===== src/rtl/ms_ff_bank_if.sv =====
// ms_ff_bank_if: control/data bundle for ms_ff_bank; ERR_CNT exists only with MS_FF_BANK_ERRCNT_EN
interface ms_ff_bank_if #(parameter int WIDTH = 4);
  logic             EN;
  logic [1:0]       MODE;
  logic [WIDTH-1:0] S;
  logic [WIDTH-1:0] R;
  logic             CLR_ERR;
  logic [WIDTH-1:0] Y;
  logic [WIDTH-1:0] Q;
  logic [WIDTH-1:0] Qbar;
  logic             ERR;
`ifdef MS_FF_BANK_ERRCNT_EN
  logic [7:0]       ERR_CNT;
`endif
  modport master (
    output EN, MODE, S, R, CLR_ERR,
    input  Y, Q, Qbar, ERR
`ifdef MS_FF_BANK_ERRCNT_EN
    , input ERR_CNT
`endif
  );
  modport slave (
    input  EN, MODE, S, R, CLR_ERR,
    output Y, Q, Qbar, ERR
`ifdef MS_FF_BANK_ERRCNT_EN
    , output ERR_CNT
`endif
  );
endinterface


===== src/rtl/ms_ff_bank.sv =====
// ms_ff_bank: bank of master-slave SR/JK/D/T flip-flops; MS_FF_BANK_ERRCNT_EN adds a saturating forbidden-input counter
module ms_ff_bank #(parameter int WIDTH = 4) (
  input logic         C,
  input logic         RST,
  ms_ff_bank_if.slave b
);
  logic [WIDTH-1:0] y_q, y_d, q_q, sr, jk;
  logic             err_q, err_d, forb;
  // next master value is derived from the slave so a toggle happens once per period
  always_comb begin
    sr    = (b.S & ~b.R) | (q_q & ~(b.S ^ b.R));
    jk    = (b.S & ~q_q) | (~b.R & q_q);
    y_d   = !b.EN ? y_q : b.MODE == 2'b00 ? sr : b.MODE == 2'b01 ? jk : b.MODE == 2'b10 ? b.S : q_q ^ b.S;
    forb  = b.EN && b.MODE == 2'b00 && |(b.S & b.R);
    err_d = forb | (err_q & ~b.CLR_ERR);
  end
  // master stage and error flag capture on the rising edge
  always_ff @(posedge C or posedge RST) begin
    if (RST) begin
      y_q   <= '0;
      err_q <= 1'b0;
    end else begin
      y_q   <= y_d;
      err_q <= err_d;
    end
  end
  // slave stage follows the master on the falling edge
  always_ff @(negedge C or posedge RST) begin
    if (RST) q_q <= '0;
    else q_q <= y_q;
  end
`ifdef MS_FF_BANK_ERRCNT_EN
  logic [7:0] cnt_q, cnt_d;
  // one count per forbidden edge, saturating; a clear still records a coincident event
  always_comb begin
    cnt_d = b.CLR_ERR ? {7'd0, forb} : cnt_q + {7'd0, forb && cnt_q != 8'hFF};
  end
  // counter register
  always_ff @(posedge C or posedge RST) begin
    if (RST) cnt_q <= '0;
    else cnt_q <= cnt_d;
  end
  assign b.ERR_CNT = cnt_q;
`endif
  assign b.Y    = y_q;
  assign b.Q    = q_q;
  assign b.Qbar = ~q_q;
  assign b.ERR  = err_q;
endmodule


===== src/flat_wrapper.sv =====
// flat-port wrapper written by rule: the top's interface ports become plain ports
module ms_ff_bank_flat 
#(parameter int WIDTH = 4)
  (C, RST, b_EN, b_MODE, b_S, b_R, b_CLR_ERR, b_Y, b_Q, b_Qbar, b_ERR);
  ms_ff_bank_if #(.WIDTH(WIDTH)) b_i ();
  input logic C;
  input logic RST;
  input wire logic [$bits(b_i.EN)-1:0] b_EN;
  input wire logic [$bits(b_i.MODE)-1:0] b_MODE;
  input wire logic [$bits(b_i.S)-1:0] b_S;
  input wire logic [$bits(b_i.R)-1:0] b_R;
  input wire logic [$bits(b_i.CLR_ERR)-1:0] b_CLR_ERR;
  output wire logic [$bits(b_i.Y)-1:0] b_Y;
  output wire logic [$bits(b_i.Q)-1:0] b_Q;
  output wire logic [$bits(b_i.Qbar)-1:0] b_Qbar;
  output wire logic [$bits(b_i.ERR)-1:0] b_ERR;
  assign b_i.EN = b_EN;
  assign b_i.MODE = b_MODE;
  assign b_i.S = b_S;
  assign b_i.R = b_R;
  assign b_i.CLR_ERR = b_CLR_ERR;
  assign b_Y = b_i.Y;
  assign b_Q = b_i.Q;
  assign b_Qbar = b_i.Qbar;
  assign b_ERR = b_i.ERR;
  ms_ff_bank #(.WIDTH(WIDTH)) u_core (.C(C), .RST(RST), .b(b_i));
endmodule

===== config.mk =====
export PLATFORM = sky130hd
export DESIGN_NAME = ms_ff_bank_flat
export DESIGN_NICKNAME = d
export VERILOG_FILES = /design/src/rtl/ms_ff_bank_if.sv /design/src/rtl/ms_ff_bank.sv /design/src/flat_wrapper.sv
export SDC_FILE = /design/constraint.sdc
export NUM_CORES = 1
export LEC_CHECK = 0
export BUFFER_PORTS_ARGS = -buffer_cell sky130_fd_sc_hd__buf_2
export CAP_MARGIN = 20
export CORE_MARGIN = 1
export CORE_UTILIZATION = 45
export CTS_CLUSTER_DIAMETER = 100
export DETAILED_ROUTE_END_ITERATION = 10
export GPL_TIMING_DRIVEN = 0
export PLACE_DENSITY = 0.83
export SLEW_MARGIN = 20
export SYNTH_ARGS = -nofsm -noshare
export SYNTH_HDL_FRONTEND = slang
export SYNTH_SLANG_ARGS = --single-unit

===== constraint.sdc =====
create_clock -name C -period 1.3 [get_ports C]
set_clock_uncertainty 0.1 [all_clocks]
set_input_delay 0.195 -clock C [delete_from_list [all_inputs] [get_ports C]]
set_output_delay 0.195 -clock C [all_outputs]
set_load 0.05 [all_outputs]

=== After elaboration in Yosys (flattened, before gate mapping) ===
Cells that the tools add are included.

* Flip-flop bits (word level): 9

* Reductions and logical operators: 4
* Muxes and demuxes: 3
* Equal/unequal tests: 2
* Bitwise operators: 15

{| class="wikitable"
|+ Operators by type and width
! operator !! count
|-
| 4-bit bitwise AND || 5
|-
| 4-bit 2-to-1 mux || 3
|-
| 4-bit inverter || 3
|-
| 4-bit bitwise OR || 2
|-
| 4-bit XOR || 2
|-
| 4-bit OR reduction || 1
|-
| 2-bit by 1-bit == test with 1-bit output, second input constant || 1
|-
| 2-bit == test, second input constant || 1
|-
| 1-bit logical AND || 2
|-
| 2-bit zero test || 1
|-
| 1-bit bitwise AND || 1
|-
| 1-bit inverter || 1
|-
| 1-bit bitwise OR || 1
|}

=== Depth between registers and ports, before layout ===
* Depth in word-level cells: 5
* Depth in mapped cells: 4
* Gate-level depth less buffers: 4

==> impl_metrics.csv <==
group,metric,value,unit
global_route,grt_pass1_vias,544,
die,fp-row-count,13,
die,dieHeight,39.3,µm
run_status,violations,"setup timing",
global_route,grt_util_all_layers,0.258,
route,wl_per_cell,15.9,µm
synthesis,ys_top_cells_by_area,"dfrtp_1 (20%), dfrtn_1 (16%), ha_1 (16%)",
placed_design,gp_congestion,0.794,
layout,final_nets,124,
clock_network,cts_tree,"built",
route,drc,0,
global_route,grt_pass1_wl,2560,µm
clock_network,htree_levels,1,
clock_network,root_buffer,"clkbuf_4",
pwr,powerDensity,1200,nW/µm²
die,core_region_area,1300,µm²
placed_design,place_hpwl,999,µm
layout,antennaDiodeCount,0,
sta,worstMarginPinSlew,422,ps
global_route,antenna_found_initial,0,
sta,setup_viol,16,
synthesis,yosysWarnings,0,
synthesis,yosys_register_bits,9,
die,num_io_pins,27,
route,drtAntennaViolNets,0,
die,die-area,1540,µm²
sta,finalHoldViolations,0,
global_route,grt_max_degree,11,
placed_design,port_buffers,25,
die,initial_utilization,0.480,
worst_hold_path,hold_path_class,"primary input to flip-flop",
route,first_iter_violations,11,
synthesis,synthDistinctLibCells,24,
layout,area_growth,53.7,%
sta,rsz0062_at_grt,"true",
route,routed_wl,1840,µm
synthesis,synth_top_area_share,0.200,
synthesis,syn_nets,87,
flow_run,maxCapViolCount,0,
die,die_w,39.3,µm
clock_network,clock_latency,270,ps
sta,setup_ws,-667,ps
clock_network,cts.sink_count,9,
sta,final-max-slew-violation-count,0,
placed_design,place_ws,-518,ps
synthesis,synth.avg_cell_area,9.61,µm²
layout,final_layout_size_suffix_gt1_frac,0.465,
critical_path,path_class,"flip-flop to flip-flop",
synthesis,ys_seq_area_frac,0.361,
critical_path,startpoint_type,"flip-flop",
clock_network,cts_buffer_depth,2,
pwr,p_leak,0.000481,µW
route,routed_via_density,5.67,
critical_path,crit_path_end_kind,"flip-flop",
sta,slew-limit-headroom,0.714,
critical_path,required,1330,ps
clock_network,cts_inserted_buffers,3,
critical_path,crit_fanout,4,
critical_path,cp.arrival,1990,ps
synthesis,synth_top_area_cell,"dfrtp_1",
run_status,status,"complete, but fails checks",
pwr,ir_drop,0.830,mV
clock_network,clk_pin_slew_worst_paths,70,ps
layout,nFillCells,85,
route,drt_pass1_iterations,4,
pwr,p_total,1150,µW
synthesis,synthCells,65,
synthesis,synth_area,624,µm²
route,via_count,658,
global_route,overflow,0,
-- critical path: stages, from the launching register on --
cell      delay [ps]
dfrtn_1          380
buf_6            150
o311ai_1         410
o32ai_1          130
-- power breakdown --
| part | total, µW | switching, µW | internal, µW |
|---|---|---|---|
| registers | 362 | 38.4 | 324 |
| clock network | 234 | 115 | 119 |
| logic | 554 | 356 | 199 |
| total | 1150 | 509 | 641 |
-- metrics by stage --
stage / cells / TNS, ps / hold slack, ps / area, µm² / util
after detailed placement: 105 / -5020 / 80.9 / 786 / 0.604
after global routing: 116 / -7590 / 12.7 / 960 / 0.738
after CTS: 116 / -6740 / 15.5 / 945 / 0.726
after floorplan: 65 / -7930 / -77.4 / 642 / -
after global placement: 105 / -4910 / 74.8 / 786 / 0.604
final: 116 / -7140 / 0.162 / 960 / 0.738
-- registers in the layout, summed over array words and instances, names as in the netlist --
signal	count
u_core.b.Y	4
u_core.b.ERR	1
u_core.b.Q	4
-- layout make-up --
class	count	area [µm²]	area share
clock buffers	4	26.3	0.0274
inverters	15	56.3	0.0587
repair buffers	32	226	0.236
flip-flops and latches	9	229	0.239
plain buffers	3	22.5	0.0235
multi-input cells	38	380	0.396
well taps	15	18.8	0.0196
-- layout by cell type, fill, tap and decap left out, types with 2 or more instances in the layout --
| cell | count |
|---|---|
| dfrtp_2 | 3 |
| mux2i_1 | 2 |
| dfrtp_1 | 2 |
| a2111oi_1 | 2 |
| a211oi_2 | 2 |
| ha_1 | 8 |
| nor2_1 | 2 |
| clkbuf_1 | 2 |
| buf_4 | 8 |
| a2111oi_4 | 2 |
| buf_2 | 17 |
| buf_6 | 8 |
| dfrtn_1 | 4 |
| o32ai_1 | 3 |
| o21ai_0 | 2 |
| clkbuf_4 | 3 |
| o311ai_1 | 2 |
| inv_2 | 2 |
| inv_1 | 13 |
| nand4b_1 | 2 |
-- synth_stat cells, drive strengths merged --
master,number
and3,1
nor2b,1
and2b,1
ha,8
nor2,2
dfrtp,5
buf,2
o311ai,2
nand4b,2
o21a,1
nand4,1
mux2i,2
clkbuf,1
o22ai,1
nor4,1
a211oi,2
o21ai,3
inv,15
or2b,1
dfrtn,4
a2111oi,4
o32ai,4
nand2,1
-- logic make-up (layout without fill, tap and decap cells) --
family | count (synthesis) | in the layout | synth area share
simple gates | 11 | 11 | 0.110
mux | 2 | 2 | 0.0321
buf+inv | 18 | 54 | 0.126
flops | 9 | 9 | 0.361
compound gates | 17 | 17 | 0.210
fa+ha+maj | 8 | 8 | 0.160
-- final timing paths --
kind                       slack [ps]            end           from  depth (start not counted)
min in group asynchronous         250  u_core.b.Q[2]            RST                          2
max in group asynchronous         410  u_core.b.Y[3]            RST                          3
max                              -670  u_core.b.Y[1]  u_core.b.Q[1]                          3
min reg2reg                       440   u_core.b.ERR   u_core.b.ERR                          2
min                               0.2   u_core.b.ERR      b_CLR_ERR                          2
max reg2reg                      -670  u_core.b.Y[1]  u_core.b.Q[1]                          3
-- timing repair --
| action | in CTS | in global routing |
|---|---|---|
| pin swaps | 4 | 0 |
| endpoints found under the hold margin | 5 | 0 |
| setup buffers | 6 | 0 |
| hold buffers | 1 | 0 |
| gates resized for setup | 19 | 6 |
| gates cloned | 0 | 0 |
| endpoints found under the setup margin | 15 | 16 |
-- per-layer routing --
metal | part of all wire | GRT usage | wire, µm
met1 | 0.39 | 0.348 | 726
met2 | 0.51 | 0.413 | 937
met3 | 0.069 | 0.0511 | 127
met4 | 0.026 | 0.0776 | 48
met5 | 0 | 0 | 0
No activity file was read; power rests on OpenSTA's default activity.
